===== src/rtl/spi_reg_mode.sv =====
// spi_reg_mode: SPI-slave register port with per-frame CPOL/CPHA, REG_W-bit words, auto-increment bursts.
// Latency: pins act SYNC_STAGES+1 clk after arrival; miso moves 1 clk after change edge; read strobe same clk, write strobe 1 clk after last sample edge.
// Backpressure: none; register file must take write strobes immediately and drive reg_data_i combinationally while reg_rd_vld is high.
//
// Ports:
//   clk, rst          system clock, synchronous active-high reset
//   sclk, nss, mosi   asynchronous SPI pins (nss active low); miso is the MSB of the output shift register
//   cpol, cpha        SPI mode, latched on the nss falling edge
//   status            byte returned on miso during the command byte
//   reg_addr          current register address (auto-increments, wraps modulo 2^ADDR_W)
//   reg_data_i        read data for reg_addr, captured while reg_rd_vld is high
//   reg_rd_vld        read strobe (1 cycle)
//   reg_data_o        write data; reg_data_o_vld is its 1-cycle strobe
//   fastcmd           low 6 bits of a fast command; fastcmd_vld is its 1-cycle strobe
//   frame_err         1-cycle pulse when nss rises in the middle of a byte or word
module spi_reg_mode #(
   parameter int ADDR_W      = 3,
   parameter int REG_W       = 8,
   parameter int SYNC_STAGES = 2
) (
   input  logic              clk,
   input  logic              rst,
   input  logic              sclk,
   input  logic              nss,
   input  logic              mosi,
   output logic              miso,
   input  logic              cpol,
   input  logic              cpha,
   input  logic [7:0]        status,
   output logic [ADDR_W-1:0] reg_addr,
   input  logic [REG_W-1:0]  reg_data_i,
   output logic              reg_rd_vld,
   output logic [REG_W-1:0]  reg_data_o,
   output logic              reg_data_o_vld,
   output logic [5:0]        fastcmd,
   output logic              fastcmd_vld,
   output logic              frame_err
);

   typedef enum logic [1:0] {WAIT_DESEL, IDLE, CMD, DATA} state_t;

   // Bit counter holds the number of sample edges seen in the current byte/word.
   localparam logic [5:0] CMD_LAST  = 6'd7;
   localparam logic [5:0] WORD_LAST = 6'(REG_W - 1);

   // ------------------------------------------------------------------
   // Pin synchronisers and edge detection
   // ------------------------------------------------------------------
   logic [SYNC_STAGES-1:0] sclk_sq, nss_sq, mosi_sq;
   logic                   sclk_dly_q, nss_dly_q;
   logic                   sclk_s, nss_s, mosi_s;
   logic                   sclk_rise, sclk_fall, nss_rise, nss_fall;
   logic                   smp_edge, chg_edge;

   always_ff @(posedge clk) begin
      if (rst) begin
         sclk_sq    <= '0;
         nss_sq     <= '0;
         mosi_sq    <= '0;
         sclk_dly_q <= 1'b0;
         nss_dly_q  <= 1'b0;
      end else begin
         sclk_sq    <= {sclk_sq[SYNC_STAGES-2:0], sclk};
         nss_sq     <= {nss_sq[SYNC_STAGES-2:0], nss};
         mosi_sq    <= {mosi_sq[SYNC_STAGES-2:0], mosi};
         sclk_dly_q <= sclk_sq[SYNC_STAGES-1];
         nss_dly_q  <= nss_sq[SYNC_STAGES-1];
      end
   end

   assign sclk_s    = sclk_sq[SYNC_STAGES-1];
   assign nss_s     = nss_sq[SYNC_STAGES-1];
   assign mosi_s    = mosi_sq[SYNC_STAGES-1];
   assign sclk_rise = sclk_s & ~sclk_dly_q;
   assign sclk_fall = ~sclk_s & sclk_dly_q;
   assign nss_rise  = nss_s & ~nss_dly_q;
   assign nss_fall  = ~nss_s & nss_dly_q;

   // Modes 0 and 3 sample on the rising edge, modes 1 and 2 on the falling edge.
   logic cpol_q, cpol_d, cpha_q, cpha_d;
   assign smp_edge = (cpol_q == cpha_q) ? sclk_rise : sclk_fall;
   assign chg_edge = (cpol_q == cpha_q) ? sclk_fall : sclk_rise;

   // ------------------------------------------------------------------
   // State
   // ------------------------------------------------------------------
   state_t              state_q, state_d;
   logic [5:0]          cnt_q, cnt_d;
   logic [REG_W-2:0]    isr_q, isr_d;        // input shift register (MSB drops off when a word completes)
   logic [REG_W-1:0]    osr_q, osr_d;        // output shift register, MSB drives miso
   logic [REG_W-1:0]    rd_buf_q, rd_buf_d;  // prefetched read word waiting for the next boundary
   logic                shift_pend_q, shift_pend_d;
   logic                is_rd_q, is_rd_d;
   logic [ADDR_W-1:0]   addr_q, addr_d;
   logic [REG_W-1:0]    wdat_q, wdat_d;
   logic                wvld_q, wvld_d;
   logic [5:0]          fcmd_q, fcmd_d;
   logic                fvld_q, fvld_d;
   logic                ferr_q, ferr_d;

   // Combinational decode helpers
   logic [REG_W-1:0]    isr_shift;
   logic [7:0]          cmd_byte;
   logic [ADDR_W-1:0]   cmd_addr;
   logic                rd_pulse;
   logic                cmd_rd;

   always_comb begin
      state_d      = state_q;
      cpol_d       = cpol_q;
      cpha_d       = cpha_q;
      cnt_d        = cnt_q;
      isr_d        = isr_q;
      osr_d        = osr_q;
      rd_buf_d     = rd_buf_q;
      shift_pend_d = shift_pend_q;
      is_rd_d      = is_rd_q;
      addr_d       = addr_q;
      wdat_d       = wdat_q;
      fcmd_d       = fcmd_q;
      wvld_d       = 1'b0;
      fvld_d       = 1'b0;
      ferr_d       = 1'b0;
      rd_pulse     = 1'b0;
      cmd_rd       = 1'b0;

      isr_shift = {isr_q, mosi_s};
      cmd_byte  = isr_shift[7:0];
      cmd_addr  = cmd_byte[ADDR_W-1:0];

      // Write address advances the cycle after the write strobe.
      if (wvld_q) begin
         addr_d = addr_q + ADDR_W'(1);
      end

      // Output side: one shift per sample edge, applied on the following
      // change edge. A zero counter means a byte/word just completed, so the
      // next word is loaded instead. This runs in every state so the pending
      // reload after a fast/reserved command still flushes miso to zero.
      if (chg_edge && shift_pend_q) begin
         shift_pend_d = 1'b0;
         if (cnt_q == '0) begin
            osr_d = rd_buf_q;
         end else begin
            osr_d = {osr_q[REG_W-2:0], 1'b0};
         end
      end

      unique case (state_q)
         WAIT_DESEL: begin
            if (nss_s) begin
               state_d = IDLE;
            end
         end

         IDLE: begin
            if (nss_fall) begin
               state_d      = CMD;
               cpol_d       = cpol;
               cpha_d       = cpha;
               cnt_d        = '0;
               isr_d        = '0;
               osr_d        = '0;
               osr_d[REG_W-1 -: 8] = status;
               rd_buf_d     = '0;
               shift_pend_d = 1'b0;
            end
         end

         CMD, DATA: begin
            if (smp_edge) begin
               isr_d        = isr_shift[REG_W-2:0];
               shift_pend_d = 1'b1;
               if (cnt_q == ((state_q == CMD) ? CMD_LAST : WORD_LAST)) begin
                  cnt_d = '0;
                  if (state_q == CMD) begin
                     unique case (cmd_byte[7:6])
                        2'b00: begin
                           // First read: the strobe uses the decoded address
                           // this cycle, the register then holds address+1.
                           cmd_rd   = 1'b1;
                           rd_pulse = 1'b1;
                           rd_buf_d = reg_data_i;
                           addr_d   = cmd_addr + ADDR_W'(1);
                           is_rd_d  = 1'b1;
                           state_d  = DATA;
                        end
                        2'b10: begin
                           addr_d  = cmd_addr;
                           is_rd_d = 1'b0;
                           state_d = DATA;
                        end
                        2'b11: begin
                           fcmd_d  = cmd_byte[5:0];
                           fvld_d  = 1'b1;
                           state_d = WAIT_DESEL;
                        end
                        default: begin
                           state_d = WAIT_DESEL;
                        end
                     endcase
                  end else if (is_rd_q) begin
                     // Prefetch next word; also happens after the final word.
                     rd_pulse = 1'b1;
                     rd_buf_d = reg_data_i;
                     addr_d   = addr_q + ADDR_W'(1);
                  end else begin
                     wdat_d = isr_shift;
                     wvld_d = 1'b1;
                  end
               end else begin
                  cnt_d = cnt_q + 6'd1;
               end
            end

            // Counter is judged after this cycle's sample edge, so a word that
            // completes together with the nss rise is committed, not aborted.
            if (nss_rise) begin
               ferr_d  = (cnt_d != '0);
               state_d = IDLE;
            end
         end

         default: begin
            state_d = WAIT_DESEL;
         end
      endcase
   end

   always_ff @(posedge clk) begin
      if (rst) begin
         state_q      <= WAIT_DESEL;
         cpol_q       <= 1'b0;
         cpha_q       <= 1'b0;
         cnt_q        <= '0;
         isr_q        <= '0;
         osr_q        <= '0;
         rd_buf_q     <= '0;
         shift_pend_q <= 1'b0;
         is_rd_q      <= 1'b0;
         addr_q       <= '0;
         wdat_q       <= '0;
         wvld_q       <= 1'b0;
         fcmd_q       <= '0;
         fvld_q       <= 1'b0;
         ferr_q       <= 1'b0;
      end else begin
         state_q      <= state_d;
         cpol_q       <= cpol_d;
         cpha_q       <= cpha_d;
         cnt_q        <= cnt_d;
         isr_q        <= isr_d;
         osr_q        <= osr_d;
         rd_buf_q     <= rd_buf_d;
         shift_pend_q <= shift_pend_d;
         is_rd_q      <= is_rd_d;
         addr_q       <= addr_d;
         wdat_q       <= wdat_d;
         wvld_q       <= wvld_d;
         fcmd_q       <= fcmd_d;
         fvld_q       <= fvld_d;
         ferr_q       <= ferr_d;
      end
   end

   // Read strobe is combinational so reg_data_i is sampled in the very cycle
   // the last sample edge is detected; it is held off while in reset.
   assign reg_rd_vld     = rd_pulse & ~rst;
   assign reg_addr       = (cmd_rd && !rst) ? cmd_addr : addr_q;
   assign miso           = osr_q[REG_W-1];
   assign reg_data_o     = wdat_q;
   assign reg_data_o_vld = wvld_q;
   assign fastcmd        = fcmd_q;
   assign fastcmd_vld    = fvld_q;
   assign frame_err      = ferr_q;

endmodule


===== config.mk =====
export PLATFORM = sky130hd
export DESIGN_NAME = spi_reg_mode
export DESIGN_NICKNAME = d
export VERILOG_FILES = /design/src/rtl/spi_reg_mode.sv
export SDC_FILE = /design/constraint.sdc
export NUM_CORES = 1
export LEC_CHECK = 0
export BUFFER_PORTS_ARGS = -buffer_cell sky130_fd_sc_hd__buf_2
export CORE_MARGIN = 1.5
export CORE_UTILIZATION = 45
export CTS_BUF_LIST = sky130_fd_sc_hd__clkbuf_8
export DETAILED_ROUTE_END_ITERATION = 7
export GPL_TIMING_DRIVEN = 1
export PLACE_DENSITY = 0.65
export SETUP_SLACK_MARGIN = 0.4
export SLEW_MARGIN = 20
export SYNTH_ARGS = -nofsm -noshare
export SYNTH_HDL_FRONTEND = slang
export SYNTH_SLANG_ARGS = --single-unit

===== constraint.sdc =====
create_clock -name clk -period 3.47 [get_ports clk]
set_clock_uncertainty 0.05 [all_clocks]
set_input_delay 0.694 -clock clk [delete_from_list [all_inputs] [get_ports clk]]
set_output_delay 0.694 -clock clk [all_outputs]
set_load 0.05 [all_outputs]

==> results.yml, run 1 <==
final_layout:
  nets: 403
  antenna_cells: 0
  area_growth_pct: 19.0
  most-common-layout-cells: "58 x dfxtp_1, 40 x buf_2, 31 x nor2_1"
  drive_above_1_share_pct: 27.3
  utilization_pct: 56.6
  stdcell_area_sq_mm: 0.00365
  final_common_cell: "dfxtp_1"
place:
  gp_congestion: 0.885
  placed_area_sq_mm: 0.00336
  io_buffers: 44
  dpl.hpwl_mm: 4.34
timing:
  min_period_ns: 3.05
  slew_headroom_pct: 46.7
  hold_violations: 0
  fmax_mhz: 328
  timing_worst_slew_pin_value_ns: 0.794
  fin_crit_sh_pct: 87.9
  slew_viol_final: 0
  finalSetupViolations: 0
  rsz0062_at_grt: "yes"
  finalSetupTns_ns: 0
synthesis:
  avgSynthCellArea_sq_um: 9.28
  ys_seq_area_share_pct: 41.1
  ys_ff_latch: 63
  ys_warn_count: 0
  syn_nets: 358
  syn_inst: 331
  synth_top_area_share_pct: 41.1
  syn-cell-area_sq_mm: 0.00307
  yosysTopAreaCell: "dfxtp_1"
  synthTopCellsByArea: "dfxtp_1 41%, mux2i_1 8.5%, a21oi_1 4.1%"
  synth_cell_types: 49
grt:
  grt_max_degree: 67
  grt.total_usage_pct: 19.4
  antenna_found_initial: 0
  grt_pass1_wl_mm: 11.3
  grt-ovfl-total: 0
  grt_pass1_vias: 2309
worst_setup_path:
  crit_end: "reg_addr[2]"
  worstReg2RegStart: "isr_q[5]"
  rr_worst_depth: 5
  startpoint: "cpha_q"
  worstPathArrival_ns: 2.31
  worstPathMaxFanout: 3
  startpoint_type: "flip-flop"
  worst-setup-path-type: "flip-flop to output port"
  ff2ff_setup_slack_ns: 1.13
  reg2reg_to: "rd_buf_q[2]"
  worst_setup_path_end_kind: "output port"
  critPathRequiredTime_ns: 2.73
power_and_ir_drop:
  p_per_area_mw_per_mm2: 372
  peakVddDrop_v: 0.000249
  power_leakage_nw: 1.40
  total_power_mw: 1.36
clock_network:
  clk_pin_slew_worst_paths_ns: 0.08
  clock_latency_ns: 0.35
  root_buffer: "clkbuf_8"
  clk_path_buf_depth: 2
  cts_max_level: 3
  cts_made_buffers: 9
  cts_tree: "yes"
  clock_sinks: 63
routing:
  dr_total_vias: 2530
  first_iter_violations: 95
  drtAntennaViolNets: 0
  drt-vias-per-instance: 5.52
  drtPass1Iterations: 6
  routed_wl_mm: 6.83
  drc: 2
  wl_per_cell_um: 14.9
floorplan:
  rows: 29
  die_y_um: 85.6
  die-area_sq_mm: 0.00733
  start_util_pct: 47.6
  io_pins: 45
  fp.dieW_um: 85.6
  core-area_sq_mm: 0.00646
job:
  cap_violations: 0
hold_path:
  hold_depth: 1
  hold_path.class: "flip-flop to flip-flop"
run_status:
  status: "complete, but fails checks"
  violations: "DRC"
## how the worst min path moves through the flow
| stage | slack, ns | end | start |
|---|---|---|---|
| final | 0.39 | mosi_sq[1] | mosi_sq[0] |
| after global routing | 0.41 | sclk_sq[1] | sclk_sq[0] |
| after CTS | 0.40 | mosi_sq[1] | mosi_sq[0] |
| after detailed placement | 0.38 | mosi_sq[1] | mosi_sq[0] |
| after global placement | 0.37 | mosi_sq[1] | mosi_sq[0] |
| after floorplan | 0.36 | mosi_sq[1] | mosi_sq[0] |
## worst max-delay path: stages (launching register included)
cell and delay (ns):
dfxtp_4 0.36, xnor2_4 0.20, mux2i_4 0.30, nand3_4 0.09
or4_4 0.53, mux2_4 0.33, buf_8 0.15
## Yosys cell counts, drive strengths merged
cell	n
a21o	2
xnor2	6
and3	1
a2111oi	1
a21oi	25
or2b	1
clkbuf	17
and2	1
nand2b	13
or4	1
o21ai	6
mux2	12
o32ai	3
nor4	3
a22oi	3
ha	4
nand3b	11
nand2	16
dfxtp	63
nor2	31
a211oi	5
or3b	1
a211o	1
mux2i	27
xor2	3
or3	2
o211ai	1
o22a	1
a2bb2oi	1
nor2b	11
a311o	1
a31oi	1
buf	5
nor3	7
inv	6
nor4b	1
a311oi	3
o22ai	8
o21a	2
nand4b	2
nand4	3
nand3	19
## state kept, by name (all words and copies together) (netlist names), 2 cells and up
signal	cells
rd_buf_q	8
isr_q	7
mosi_sq	2
fastcmd	6
sclk_sq	2
nss_sq	2
state_q	2
addr_q	3
osr_q	8
cnt_q	6
reg_data_o	8
## cell type report
type / instances / area (sq um)
Sequential cell: 63 / 1280
Clock inverter: 7 / 56.3
Inverter: 6 / 22.5
Tap cell: 77 / 96.3
Timing Repair Buffer: 56 / 339
Fill cell: 593 / 2800
Clock buffer: 9 / 124
Multi-Input combinational cell: 240 / 1740
## timing repair
item / 4_1_cts / 5_1_grt
pin swaps: 3 / 3
hold buffers: 0 / 0
buffers inserted: 5 / 1
gates resized for setup: 19 / 3
setup endpoints to repair: 4 / 4
## routing by layer
layer / track usage, % / part of all wire [%]
met5: 0 / 0
met1: 26.9 / 49
met2: 29.4 / 46
met4: 6.16 / 0.86
met3: 5.39 / 4.5
## metrics by stage
stage,setup slack (ns),instances,hold slack [ns]
5_1_grt,0.346,458,0.410
3_3_place_gp,0.406,436,0.368
3_5_place_dp,0.346,436,0.378
2_1_floorplan,0.529,331,0.364
4_1_cts,0.364,457,0.399
6_report,0.419,458,0.390
## report_power, final
group	internal, mW	switching (mW)
combinational	0.0191	0.0239
clock	0.265	0.327
sequential	0.723	0.00349
total	1.01	0.354
## kinds of logic (layout without fill, tap and decap cells)
logic type,Yosys count,after routing,synth area share (%)
compound gates,64,64,13.3
xor+xnor,9,9,2.81
fa+ha+maj,4,4,1.63
buf+inv,28,78,3.63
flops,63,63,41.1
mux,39,39,14.1
simple gates,124,124,23.5
Power figures use the tool's default switching activity.
==> run 2, diff against run 1 <==
--- a/config.mk
+++ b/config.mk
@@ -6,6 +6,7 @@
 export NUM_CORES = 1
 export LEC_CHECK = 0
 export BUFFER_PORTS_ARGS = -buffer_cell sky130_fd_sc_hd__buf_2
+export CORE_ASPECT_RATIO = 1.5
 export CORE_MARGIN = 1.5
 export CORE_UTILIZATION = 45
 export CTS_BUF_LIST = sky130_fd_sc_hd__clkbuf_8
==> run 2 against run 1 <==
Effect of this change: the run now ends clean; fmax decreased by 0.93%; clock power decreased by 5.2%; total power decreased by 2.3%; die area increased by 0.14%; combinational power decreased by 2%; routed wire length decreased by 2.4%; critical endpoint unchanged.
==> results.yml, run 2 (same netlist as run 1, synthesis figures left out) <==
worst_setup_path:
  worst-setup-path-type: "flip-flop to output port"
  critPathRequiredTime_ns: 2.73
  startpoint_type: "flip-flop"
  worstPathArrival_ns: 2.34
  worst_setup_path_end_kind: "output port"
  worstPathMaxFanout: 3
routing:
  drtAntennaViolNets: 0
  drtPass1Iterations: 4
  wl_per_cell_um: 14.6
  first_iter_violations: 128
  drt-vias-per-instance: 5.53
  dr_total_vias: 2522
  routed_wl_mm: 6.66
  drc: 0
power_and_ir_drop:
  share_seq_of_total_power_pct: 54.7
  internal-power_mw: 1.00
  total_power_mw: 1.33
  peakVddDrop_v: 0.000276
  p_sw_mw: 0.329
  combPwrFrac_pct: 3.2
  p_sw_share_pct: 24.7
  p_per_area_mw_per_mm2: 367
  power_leakage_nw: 1.40
  clkPwrFrac_pct: 42.1
final_layout:
  most-common-layout-cells: "58 x dfxtp_1, 41 x buf_2, 31 x nor2_1"
  drive_above_1_share_pct: 27.1
  antenna_cells: 0
  area_growth_pct: 18.1
  nets: 402
  final_common_cell: "dfxtp_1"
floorplan:
  start_util_pct: 47.0
  core-area_sq_mm: 0.00653
  io_pins: 45
  die_y_um: 104
  rows: 36
  die-area_sq_mm: 0.00734
  fp.dieW_um: 70.5
job:
  cap_violations: 0
timing:
  timing_worst_slew_pin_value_ns: 0.745
  fin_ws_ns: 0.391
  fin_crit_sh_pct: 88.7
  finalSetupViolations: 0
  fmax_mhz: 325
  slew_viol_final: 0
  hold_violations: 0
  slew_headroom_pct: 50.0
  finalSetupTns_ns: 0
  min_period_ns: 3.08
  rsz0062_at_grt: "yes"
  holdWs_ns: 0.390
place:
  io_buffers: 44
  dpl.hpwl_mm: 4.47
  gp_congestion: 0.837
  post-place-ws_ns: 0.328
clock_network:
  clk_path_buf_depth: 2
  clk_pin_slew_worst_paths_ns: 0.07
  cts_max_level: 3
  root_buffer: "clkbuf_8"
  cts_made_buffers: 9
  clock_sinks: 63
  clock_latency_ns: 0.35
  cts_tree: "yes"
grt:
  grt_pass1_vias: 2389
  grt.total_usage_pct: 19.1
  grt-ovfl-total: 0
  grt_max_degree: 67
  antenna_found_initial: 0
  grt_pass1_wl_mm: 11.3
hold_path:
  hold_path.class: "flip-flop to flip-flop"
run_status:
  status: "finished clean"
[run 2: changes by cell type in the layout (fill, tap and decap cells not counted)]
cell	before	now
dfxtp_4	4	3
buf_6	1	3
clkinv_4	1	2
dfxtp_2	1	2
buf_8	2	0
inv_6	2	0
buf_2	40	41
buf_4	13	11
clkinvlp_4	4	3
clkinv_2	0	2
[run 2: worst paths after layout]
kind / from / endpoint / slack [ns] / cells past startpoint
worst max register to register: isr_q[5] / rd_buf_q[5] / 1.17 / 5
worst max-delay path: cpha_q / reg_addr[2] / 0.39 / 6
worst min register to register: sclk_sq[0] / sclk_sq[1] / 0.39 / 1
worst min-delay path: sclk_sq[0] / sclk_sq[1] / 0.39 / 1
[run 2: cell type report]
class	count	area (sq um)
multi-input cells	240	1740
well taps	76	95.1
fillers	596	2900
repair buffers	55	322
inverters	6	22.5
flip-flops and latches	63	1270
clock inverters	7	50.0
clock buffers	9	124
[run 2: repair_timing]
item | CTS | global route
resized for setup | 16 | 2
hold buffers | 0 | 0
pin swaps | 1 | 2
endpoints found under the hold margin | 0 | 0
setup endpoints to repair | 4 | 3
setup buffers | 5 | 0
[run 2: power groups by stage]
stage | sequential [mW] | combinational (mW) | clock [mW]
after floorplan | 0.746 | 0.0245 | 0
after global placement | 0.747 | 0.0418 | 0
after detailed placement | 0.747 | 0.0420 | 0
after CTS | 0.728 | 0.0422 | 0.572
after global routing | 0.728 | 0.0464 | 0.605
final | 0.728 | 0.0420 | 0.560
[run 2: stage by stage]
stage,cells,area (sq um),utilization [%]
finish,456,3630,55.5
global route,456,3630,55.5
CTS,456,3620,55.4
detailed placement,435,3350,51.4
global placement,435,3350,51.4
floorplan,331,3080,-
[run 2: per-layer routing]
layer	routed length [um]	share of wire, %	track usage (%)
met3	306	4.6	5.14
met2	3360	50	31.5
met4	155	2.3	7.83
met5	0	0	0
met1	2840	43	23.2
[run 2: worst max-delay path: stages, from the launching register on]
cell,delay [ns]
dfxtp_2,0.35
xnor2_4,0.20
mux2i_4,0.29
nand3_4,0.10
or4_4,0.57
mux2_4,0.32
buf_6,0.15
